[src/rtl/sprite_line_fetch_if.sv]
// Handshake and address bundle between the print FSM and the sprite row fetcher.
// The master side is the print FSM; the slave side is sprite_line_fetch.
interface sprite_line_fetch_if #(
  parameter int size_x       = 10,
  parameter int size_y       = 10,
  parameter int size_address = 14
);
  logic                    sprite_on;
  logic [31:0]             sprite_datas;
  logic [size_x-1:0]       pixel_x;
  logic [size_y-1:0]       pixel_y;
  logic [size_address-1:0] memory_address;
  logic                    addr_valid;
  logic                    count_finished;
  logic                    busy;
  logic                    error;

  modport master (
    output sprite_on, sprite_datas, pixel_x, pixel_y,
    input  memory_address, addr_valid, count_finished, busy, error
  );

  modport slave (
    input  sprite_on, sprite_datas, pixel_x, pixel_y,
    output memory_address, addr_valid, count_finished, busy, error
  );
endinterface

[src/rtl/sprite_line_fetch.sv]
// Walks the visible remainder of one sprite row on the current scanline,
// emitting one sprite-memory address per clock, then pulses count_finished.
//
// state | meaning
// IDLE  | waiting for a sprite_on rising edge
// LOAD  | compute row, first column and row base address; validate descriptor
// RUN   | emit base + col each cycle until the last sprite column
// DONE  | one-cycle count_finished pulse back to the print FSM
module sprite_line_fetch #(
  parameter int size_x       = 10,
  parameter int size_y       = 10,
  parameter int size_address = 14,
  parameter int SPRITE_SIZE  = 20,
  parameter int MAX_SPRITES  = 40
) (
  input logic               clk,
  input logic               reset,
  sprite_line_fetch_if.slave bus
);

  localparam int COL_W = $clog2(SPRITE_SIZE);

  typedef enum logic [1:0] {IDLE, LOAD, RUN, DONE} state_t;

  state_t                  state;
  logic                    sprite_on_d;
  logic [size_address-1:0] base;
  logic [COL_W-1:0]        col;
  logic [size_address-1:0] memory_address;
  logic                    addr_valid;
  logic                    count_finished;
  logic                    busy;
  logic                    error;

  logic [9:0]  x_origin;
  logic [9:0]  y_origin;
  logic [8:0]  index;
  logic [10:0] row_c;
  logic [10:0] col_c;
  logic [15:0] base_wide;
  logic        bad_desc;
  logic        start;
  logic        unused_bits;

  assign x_origin = bus.sprite_datas[28:19];
  assign y_origin = bus.sprite_datas[18:9];
  assign index    = bus.sprite_datas[8:0];
  assign start    = bus.sprite_on & ~sprite_on_d;

  // Borrow out of the 11-bit subtraction lands in bit 10, which also makes it >= SPRITE_SIZE.
  always_comb begin
    row_c     = 11'(bus.pixel_y) - 11'(y_origin);
    col_c     = 11'(bus.pixel_x) - 11'(x_origin);
    base_wide = 16'(index) * 16'(SPRITE_SIZE * SPRITE_SIZE) + 16'(row_c) * 16'(SPRITE_SIZE);
    bad_desc  = row_c[10] | col_c[10]
              | (row_c >= 11'(SPRITE_SIZE))
              | (col_c >= 11'(SPRITE_SIZE))
              | (index >= 9'(MAX_SPRITES));
  end

  assign unused_bits = &{1'b0, bus.sprite_datas[31:29], base_wide[15:size_address]};

  always_ff @(posedge clk or posedge reset) begin
    if (reset) begin
      state          <= IDLE;
      sprite_on_d    <= 1'b0;
      base           <= '0;
      col            <= '0;
      memory_address <= '0;
      addr_valid     <= 1'b0;
      count_finished <= 1'b0;
      busy           <= 1'b0;
      error          <= 1'b0;
    end else begin
      sprite_on_d    <= bus.sprite_on;
      count_finished <= 1'b0;
      case (state)
        IDLE: begin
          addr_valid <= 1'b0;
          busy       <= start;
          if (start) state <= LOAD;
        end
        LOAD: begin
          if (!bus.sprite_on) begin
            state <= IDLE;
            busy  <= 1'b0;
          end else if (bad_desc) begin
            error <= 1'b1;
            state <= DONE;
          end else begin
            base  <= base_wide[size_address-1:0];
            col   <= col_c[COL_W-1:0];
            state <= RUN;
          end
        end
        RUN: begin
          if (!bus.sprite_on) begin
            state      <= IDLE;
            addr_valid <= 1'b0;
            busy       <= 1'b0;
          end else begin
            memory_address <= base + {{(size_address-COL_W){1'b0}}, col};
            addr_valid     <= 1'b1;
            col            <= col + 1'b1;
            if (col == COL_W'(SPRITE_SIZE - 1)) state <= DONE;
          end
        end
        DONE: begin
          addr_valid     <= 1'b0;
          count_finished <= 1'b1;
          state          <= IDLE;
        end
        default: begin
          state      <= IDLE;
          addr_valid <= 1'b0;
          busy       <= 1'b0;
        end
      endcase
    end
  end

  assign bus.memory_address = memory_address;
  assign bus.addr_valid     = addr_valid;
  assign bus.count_finished = count_finished;
  assign bus.busy           = busy;
  assign bus.error          = error;

endmodule

[src/flat_wrapper.sv]
// flat-port wrapper written by rule: the top's interface ports become plain ports
module sprite_line_fetch_flat 
#(
  parameter int size_x       = 10,
  parameter int size_y       = 10,
  parameter int size_address = 14,
  parameter int SPRITE_SIZE  = 20,
  parameter int MAX_SPRITES  = 40
)
  (clk, reset, bus_sprite_on, bus_sprite_datas, bus_pixel_x, bus_pixel_y, bus_memory_address, bus_addr_valid, bus_count_finished, bus_busy, bus_error);
  sprite_line_fetch_if #(.size_x(size_x), .size_y(size_y), .size_address(size_address)) bus_i ();
  input logic clk;
  input logic reset;
  input wire logic [$bits(bus_i.sprite_on)-1:0] bus_sprite_on;
  input wire logic [$bits(bus_i.sprite_datas)-1:0] bus_sprite_datas;
  input wire logic [$bits(bus_i.pixel_x)-1:0] bus_pixel_x;
  input wire logic [$bits(bus_i.pixel_y)-1:0] bus_pixel_y;
  output wire logic [$bits(bus_i.memory_address)-1:0] bus_memory_address;
  output wire logic [$bits(bus_i.addr_valid)-1:0] bus_addr_valid;
  output wire logic [$bits(bus_i.count_finished)-1:0] bus_count_finished;
  output wire logic [$bits(bus_i.busy)-1:0] bus_busy;
  output wire logic [$bits(bus_i.error)-1:0] bus_error;
  assign bus_i.sprite_on = bus_sprite_on;
  assign bus_i.sprite_datas = bus_sprite_datas;
  assign bus_i.pixel_x = bus_pixel_x;
  assign bus_i.pixel_y = bus_pixel_y;
  assign bus_memory_address = bus_i.memory_address;
  assign bus_addr_valid = bus_i.addr_valid;
  assign bus_count_finished = bus_i.count_finished;
  assign bus_busy = bus_i.busy;
  assign bus_error = bus_i.error;
  sprite_line_fetch #(.size_x(size_x), .size_y(size_y), .size_address(size_address), .SPRITE_SIZE(SPRITE_SIZE), .MAX_SPRITES(MAX_SPRITES)) u_core (.clk(clk), .reset(reset), .bus(bus_i));
endmodule
[config.mk]
export PLATFORM = sky130hd
export DESIGN_NAME = sprite_line_fetch_flat
export DESIGN_NICKNAME = d
export VERILOG_FILES = /design/src/rtl/sprite_line_fetch_if.sv /design/src/rtl/sprite_line_fetch.sv /design/src/flat_wrapper.sv
export SDC_FILE = /design/constraint.sdc
export NUM_CORES = 1
export LEC_CHECK = 0
export ABC_AREA = 1
export CORE_AREA = 2 2 108 136
export CTS_CLUSTER_SIZE = 12
export DETAILED_ROUTE_END_ITERATION = 16
export DIE_AREA = 0 0 110 138
export DONT_BUFFER_PORTS = 1
export SYNTH_ARGS = -nofsm -noshare
export SYNTH_HDL_FRONTEND = slang
export SYNTH_SLANG_ARGS = --single-unit
[constraint.sdc]
create_clock -name clk -period 2.35 [get_ports clk]
set_input_delay 0.3525 -clock clk [delete_from_list [all_inputs] [get_ports clk]]
set_output_delay 0.3525 -clock clk [all_outputs]
set_load 0.1 [all_outputs]
Word level (Yosys, flattened, before mapping)
Cells that the tools add are included.
{"block": "word_totals", "register_bits": 40, "out_inout_bits": 18}
{"block": "op_classes", "eq_ne": 10, "muxes": 15, "n_bitwise": 7, "n_addsub": 5, "multipliers": 2, "magnitude_cmp": 3, "reduce_logical": 12}
{"operator": "$ge A11 B5 Y1 const B", "count": 2}
{"operator": "$sub A10 B10 Y11", "count": 2}
{"operator": "$mux W5", "count": 3}
{"operator": "$add A14 B14 Y14", "count": 1}
{"operator": "$add A14 B5 Y14", "count": 1}
{"operator": "$mul A11 B3 Y12 const B", "count": 1}
{"operator": "$mul A9 B5 Y10 const B", "count": 1}
{"operator": "$pmux W5 S2", "count": 1}
{"operator": "$ge A9 B6 Y1 const B", "count": 1}
{"operator": "$mux W2", "count": 4}
{"operator": "$ne A2 B2 Y1 const B", "count": 4}
{"operator": "$pmux W2 S4", "count": 1}
{"operator": "$reduce_and A2 Y1", "count": 3}
{"operator": "$reduce_and A3 Y1", "count": 2}
{"operator": "$reduce_bool A2 Y1", "count": 3}
{"operator": "$add A5 B1 Y5 const B", "count": 1}
{"operator": "$eq A5 B5 Y1 const B", "count": 1}
{"operator": "$eq A2 B2 Y1 const B", "count": 2}
{"operator": "$mux W1", "count": 4}
{"operator": "$or A1 B1 Y1", "count": 4}
{"operator": "$pmux W1 S2", "count": 2}
{"operator": "$reduce_and A4 Y1", "count": 1}
{"operator": "$reduce_or A2 Y1", "count": 2}
{"operator": "$ne A3 B2 Y1 const B", "count": 1}
{"operator": "other kinds (5)", "count": 6}

Logic depth before layout (Yosys ltp)
Gate-level depths: netlist (run 1).
{"block": "logic_depth", "ltp_word": 8, "mapped_depth": 32}

Least setup slack after synthesis (run 1)
Ideal clock, no wire load.
{"block": "synth_timing", "path_type": "input-to-reg", "from": "input port bus_sprite_datas[11]", "to": "register u_core.base[12]", "arrival_ps": 3691, "path_buffers": 1, "setup_slack_ps": -1454, "setup_ps": 113, "t_required_ps": 2237, "cell_stages": 25, "path_cell_list": "inv_1 > ha_1 > buf_6 > a21oi_1 > nand3b_1 > nand2_1 > inv_2 > ha_1 > ha_1 > fa_1 > nand3_1 > nand2_1 > a21oi_1 > o21ai_0 > xnor2_1 > inv_1 > ha_1 > nand2_1 > inv_1 > a221oi_1 > nand3b_1 > nand2_1 > nand4_1 > nand2_1 > inv_1"}
{"block": "synth_between", "elab_chain_cells": 7, "word_cells_on_any_way": 10, "cone_classes": "add/sub: 2; mul: 1; order compare: 1; bitwise: 5; reduce/logical: 1"}
{"element": "from (decl)", "line_no": "flat_wrapper.sv:15", "text": "input wire logic [$bits(bus_i.sprite_datas)-1:0] bus_sprite_datas;"}
{"element": "$sub A10 B10 Y11 (*)", "line_no": "sprite_line_fetch.sv:52", "text": "row_c = 11'(bus.pixel_y) - 11'(y_origin);"}
{"element": "branches (longest 6 deep; another with $add A14 B14 Y14)"}
{"element": "to (signal assigned)", "line_no": "sprite_line_fetch.sv:91", "text": "base <= base_wide[size_address-1:0];"}
{"element": "to (decl)", "line_no": "sprite_line_fetch.sv:27", "text": "logic [size_address-1:0] base;"}
Every way passes the cells marked *.
A chain may end at the register's enable or synchronous reset.

Final worst setup path (run 1)
{"block": "layout_timing", "from": "input port bus_pixel_y[0]", "to": "register u_core.base[13]"}
{"block": "layout_between", "elab_chain_cells": 7, "word_cells_on_any_way": 10, "cone_classes": "add/sub: 2; mul: 1; order compare: 1; bitwise: 5; reduce/logical: 1"}
{"element": "from (decl)", "line_no": "flat_wrapper.sv:17", "text": "input wire logic [$bits(bus_i.pixel_y)-1:0] bus_pixel_y;"}
{"element": "$sub A10 B10 Y11 (*)", "line_no": "sprite_line_fetch.sv:52"}
{"element": "branches (longest 6 deep; another with $add A14 B14 Y14)"}
Marks and branches as above.

==> qor.csv, run 1 <==
metric;value;unit
outcome;complete, but fails checks;
failing checks;negative setup slack;
critical path required time;2.52;ns
final setup vio count;8;
Internal;3.83;mW
Sinks on Clock Net;38;
max cap viols;0;
Tot GR Track Use;15.8;%
Final nets;994;
Setup TNS;-6.96;ns
placed instance area;6000;sq um
clk root buf;clkbuf_16;
Worst Setup Start Kind;input port;
fin crit share;149;%
synthesized area;4800;sq um
Avg WL per Cell;11.8;um
max-slew violation count;0;
final non-filler cell area;6880;sq um
final hold slack;0.0676;ns
global-route wire length before repair;20000;um
slowest stage delay, CP;0.44;ns
initial DRC count;138;
Rel. slew slack;40.0;%
# DRC;0;
Synth area leader;dfrtp_1;
Antenna Nets Post-Route;0;
initial antenna violation count;0;
Switching Power;3.73;mW
Clock Latency Late Sink;0.28;ns
Max IR drop VDD;770;uV
Synth Instances;728;
crit path buf inv count;6;
Clock Pin Slew Worst Setup and Hold Paths;0.05;ns
Port Buffer Count;0;
ys flop type;dfrtp_1;
sequential area share after synthesis;19.8;%
Yosys cell types;35;
Pleak;3.74;nW
fin cells;1038;
Top Ports;73;
Worst EP arrival;3.68;ns
die height;138;um
WL final;12300;um
Synth Area per Inst;6.60;sq um
# diodes;0;
Post-DP HPWL;9400;um
share of layout cells above drive strength 1;31.3;%
Hold Crit Class;input port to asynchronous set/reset pin;
die area;15200;sq um
Via Count;4840;
DP Worst Slack;-1.33;ns
TritonCTS buffer count;5;
Worst path most repeated cell;nand2_1;
syn nets;862;
Fillers;1423;
hold_buf cts;0;
Synth top cells by count;nand2_1 (202), inv_1 (157), ha_1 (70);
vias per cell;4.66;
most frequent cell after synthesis;nand2_1;
number of synthesized flops with an enable pin;0;
Placer Congestion;0.882;
async set-or-reset flop fraction in the synthesized netlist;100;%
Yosys top cell area share;19.8;%
slowest cell on the critical path;fa_2;
skew final;0.00291;ns
largest net degree at the start of global routing;39;
Site Rows;49;
vias in the first global route;4730;
Overflow after GRT;0;
CTS tree;yes;
Placed Cells;1007;
critical-path maximum fanout;4;
CP delay by family, top;adder cells;
router iterations before antenna repair;5;
CORE AREA;14000;sq um
worst slew pin tran;0.901;ns
FF+latch count, synth;38;
Setup CP Type;input port to flip-flop;
Period minus WS final;3.51;ns
synth warn;0;
Comb pwr share;76.2;%
H-tree levels;2;
top post-synthesis cells by area;dfrtp_1 (20%), ha_1 (18%), nand2_1 (16%);
Fmax achieved;0.285;GHz
Clk network pwr share;8.4;%
Area growth syn-to-layout;43.4;%
Pwr Density;1100;nW/um^2
starting density of the core;34.2;%
worst setup margin;-1.16;ns
switching share of power;49.3;%
Critical Path End Type;flip-flop;
Clock Path Buffers;2;
Hold Vio Cnt, Final;0;
Flop pwr share;15.4;%
RSZ-0062 raised after global routing;yes;
die width;110;um
-- layer usage --
metal | routed length (um) | up-vias | global-route usage (%)
met1 | 4900 | 2197 | 17.8
met3 | 363 | 24 | 2.03
met2 | 6600 | 66 | 29.4
met5 | 0 | - | 0
li1 | - | 2553 | -
met4 | 403 | 0 | 5.66
-- kinds of logic after synthesis --
kind of cell | share of synthesized area, %
AND/OR/NAND/NOR | 31.8
buffers and inverters | 13.7
adder cells (fa/ha/maj) | 22.0
AO/OA/AOI/OAI | 8.34
flip-flops | 19.8
XOR/XNOR | 4.38
-- worst register-to-register path, stage by stage, from the launching register on --
cell and delay [ns]:
dfrtp_1 0.35, ha_2 0.19, inv_2 0.04, fa_2 0.38
or2_4 0.24, a21oi_2 0.16, nand2_1 0.10, nor2_2 0.13
nand2_1 0.08, inv_2 0.07, nand3_2 0.07, nor2_2 0.12
xor2_1 0.16, o21ai_1 0.07
-- flip-flops by register name, indices dropped and copies added (netlist names) --
signal and count:
u_core.bus.error 1, u_core.bus.addr_valid 1, u_core.bus.count_finished 1, u_core.sprite_on_d 1
u_core.col 5, u_core.bus.busy 1, u_core.base 12, u_core.state 2
u_core.bus.memory_address 14
-- path summary, 6_finish.rpt --
| kind | to | startpoint | cells after the start | slack (ns) |
|---|---|---|---|---|
| max reg2reg | u_core.bus.memory_address[12] | u_core.base[2] | 13 | 0.07 |
| min reg2reg | u_core.bus.memory_address[10] | u_core.bus.memory_address[10] | 2 | 0.48 |
| min in group clk | u_core.sprite_on_d | bus_sprite_on | 0 | 0.10 |
| max | u_core.base[13] | bus_pixel_y[0] | 28 | -1.16 |
| max in group asynchronous | u_core.bus.memory_address[10] | reset | 2 | 1.93 |
| min | u_core.bus.memory_address[11] | reset | 2 | 0.07 |
-- power groups by stage --
stage	combinational, mW	clock, mW	sequential [mW]
finish	5.76	0.633	1.17
global route	6.31	0.668	1.19
CTS	5.06	0.643	1.17
detailed placement	4.61	0	1.18
global placement	4.57	0	1.18
floorplan	2.47	0	1.90
-- cell usage in the layout (no fill, tap or decap), types with 6 or more instances in the layout --
master	count
nor2_1	34
nand2_4	6
nand3_1	39
a31oi_1	6
nor2_4	8
inv_1	141
nand4_1	24
nor2_2	9
clkbuf_16	6
a21oi_1	18
a21oi_2	14
inv_2	15
ha_4	18
nand3_2	9
dfrtp_1	38
nand2_1	177
buf_6	18
ha_1	50
xor2_1	11
nand2_2	24
xnor2_1	7
o21ai_0	17
buf_4	111
-- final cells by class --
cell class	instances	area (sq um)	share of cell area [%]
Multi-Input combinational cell	520	3800	55.3
Timing Repair Buffer	134	1130	16.4
Sequential cell	38	951	13.8
Inverter	161	648	9.41
Tap cell	178	223	3.24
Clock buffer	7	133	1.93
-- timing repair --
item | 4_1_cts | 5_1_grt
buffers inserted | 10 | 17
resized for setup | 41 | 86
pin swaps | 44 | 67
gates cloned | 0 | 2
endpoints found under the hold margin | 0 | 0
endpoints found under the setup margin | 9 | 23
-- per-stage QoR --
stage                     power [mW]  utilization, %
final                           7.56            49.0
after global routing            8.16            49.0
after CTS                       6.87            45.4
after detailed placement        5.79            42.8
after global placement          5.75            42.8
after floorplan                 4.37               -
Note: power is estimated with default switching activity, not from simulation.
==> inputs of run 2 (changes only) <==
CORE_AREA = 10 10 116 144   (was 2 2 108 136)
DIE_AREA = 0 0 126 154   (was 0 0 110 138)
GPL_TIMING_DRIVEN = 0   (was default)
==> qor.csv, run 2 (synthesis gave the netlist of run 1 again) <==
metric;value;unit;change
CTS tree;yes;;
TritonCTS buffer count;5;;unchanged
failing checks;negative setup slack;;
vias in the first global route;4431;;-6.3%
Setup TNS;-6.40;ns;+0.558 ns
Hold Vio Cnt, Final;0;;unchanged
worst hold path cell count;0;;
most frequent cells in the layout;nand2_1 (186), inv_1 (146), ha_1 (56);;
Clock Path Buffers;2;;unchanged
max cap viols;0;;unchanged
final hold slack;0.104;ns;+0.0366 ns
worst slew pin tran;0.919;ns;+0.0182 ns
starting density of the core;34.8;%;+0.56 points
slowest stage delay, CP;0.39;ns;-0.05 ns
Worst Setup Start Kind;input port;;
critical path required time;2.52;ns;about the same
die width;126;um;+15%
Port Buffer Count;0;;unchanged
Setup CP Type;input port to flip-flop;;
router iterations before antenna repair;4;;-1
skew final;0.00488;ns;+0.00197 ns
DP Worst Slack;-1.56;ns;-0.230 ns
post-layout util;41.8;%;-7.2 points
slowest cell on the critical path;fa_2;;
Critical Path End Type;flip-flop;;
initial antenna violation count;0;;unchanged
r2r endpoint;u_core.bus.memory_address[12];;
Sinks on Clock Net;38;;unchanged
Worst EP arrival;3.56;ns;-0.12 ns
Top Ports;73;;unchanged
biggest registers after layout;u_core.bus.memory_address (14), u_core.base (12), u_core.col (5);;
Worst Reg2Reg Path Length in Cells;13;;unchanged
Final nets;890;;-10%
max-slew violation count;0;;unchanged
# diodes;0;;unchanged
worst setup margin;-1.04;ns;+0.118 ns
Placer Congestion;0.820;;-7.0%
Max IR drop VDD;836;uV;+8.5%
Worst path most repeated cell;nand2_2;;
most common cell after layout, fill and taps aside;nand2_1;;
final setup vio count;8;;unchanged
worst min-delay path startpoint;bus_sprite_on;;
CORE AREA;13800;sq um;-1.6%
largest net degree at the start of global routing;39;;unchanged
reg2reg start;u_core.base[2];;
die area;19400;sq um;+28%
share of layout cells above drive strength 1;18.1;%;-13 points
Clock Latency Late Sink;0.28;ns;about the same
WL final;11300;um;-8.0%
Via Count;4360;;-9.9%
Post-DP HPWL;9470;um;+0.68%
Clock Pin Slew Worst Setup and Hold Paths;0.06;ns;about the same
die height;154;um;+12%
largest reg by FF count;u_core.bus.memory_address;;
Fmax achieved;0.295;GHz;+3.5%
outcome;complete, but fails checks;;
Hold EP;u_core.sprite_on_d;;
R2R Setup Slk;0.16;ns;+0.09 ns
critical-path maximum fanout;4;;unchanged
Pleak;3.15;nW;-16%
RSZ-0062 raised after global routing;yes;;
fin cells;932;;-10%
Tot GR Track Use;11.5;%;-4.3 points
initial DRC count;184;;+33%
Pwr Density;1110;nW/um^2;+0.75%
Rel. slew slack;38.7;%;-1.2 points
clk root buf;clkbuf_16;;
hold_buf cts;0;;unchanged
max reg flops;14;;unchanged
Placed Cells;903;;-10%
Hold Crit Class;input port to flip-flop;;
Antenna Nets Post-Route;0;;unchanged
fin crit share;144;%;-5.0 points
vias per cell;4.68;;+0.33%
global-route wire length before repair;19600;um;-1.8%
Period minus WS final;3.39;ns;-0.118 ns
# DRC;0;;unchanged
Overflow after GRT;0;;unchanged
Area growth syn-to-layout;20.2;%;
H-tree levels;2;;unchanged
Avg WL per Cell;12.1;um;+2.4%
Site Rows;48;;-2.0%
[run 2: area by class of cell]
type                            count  area [sq um]
Clock inverter                      1          5.00
Clock buffer                        7           143
Fill cell                        1435          8040
Sequential cell                    38           952
Multi-Input combinational cell    520          3600
Buffer                              8          46.3
Timing Repair Buffer               22           176
Tap cell                          175           219
Inverter                          161           632
[run 2: worst max path at each step]
stage	from	end	depth (start not counted)
5_1_grt	bus_pixel_y[0]	u_core.base[12]	27
2_1_floorplan	bus_sprite_datas[11]	u_core.base[13]	31
3_3_place_gp	bus_pixel_y[0]	u_core.base[13]	26
6_report	bus_pixel_y[0]	u_core.base[12]	27
4_1_cts	bus_pixel_y[0]	u_core.base[12]	27
3_5_place_dp	bus_pixel_y[0]	u_core.base[13]	26
[run 2: repair_timing]
item / CTS / global route
gates resized for setup: 38 / 30
setup buffers: 18 / 4
pin swaps: 53 / 22
endpoints found under the setup margin: 14 / 18
hold endpoints to repair: 0 / 0
[run 2: report_power, final]
part	internal (mW)	leakage [nW]	switching, mW	total (mW)
sequential	0.819	0.426	1.11	1.93
combinational	1.75	2.65	2.05	3.79
clock	0.420	0.0739	0.244	0.664
total	2.99	3.15	3.40	6.39
[run 2: layer usage]
metal	wire length, um	global-route usage, %
met4	178	2.61
met5	0	0
met1	4820	13.0
met3	493	2.30
met2	5790	21.6
[run 2: critical path: cells and delay by family]
kind                     cells  cell delay, ns
XOR/XNOR                     1            0.13
adder cells (fa/ha/maj)      4            1.16
buffers and inverters        7            0.41
AND/OR/NAND/NOR             12            1.04
AO/OA/AOI/OAI                3            0.46
[run 2: metrics by stage]
stage	instance area [sq um]	power (mW)
CTS	5630	6.16
global route	5770	6.97
global placement	5200	4.96
detailed placement	5200	4.97
finish	5770	6.39
floorplan	4980	4.37
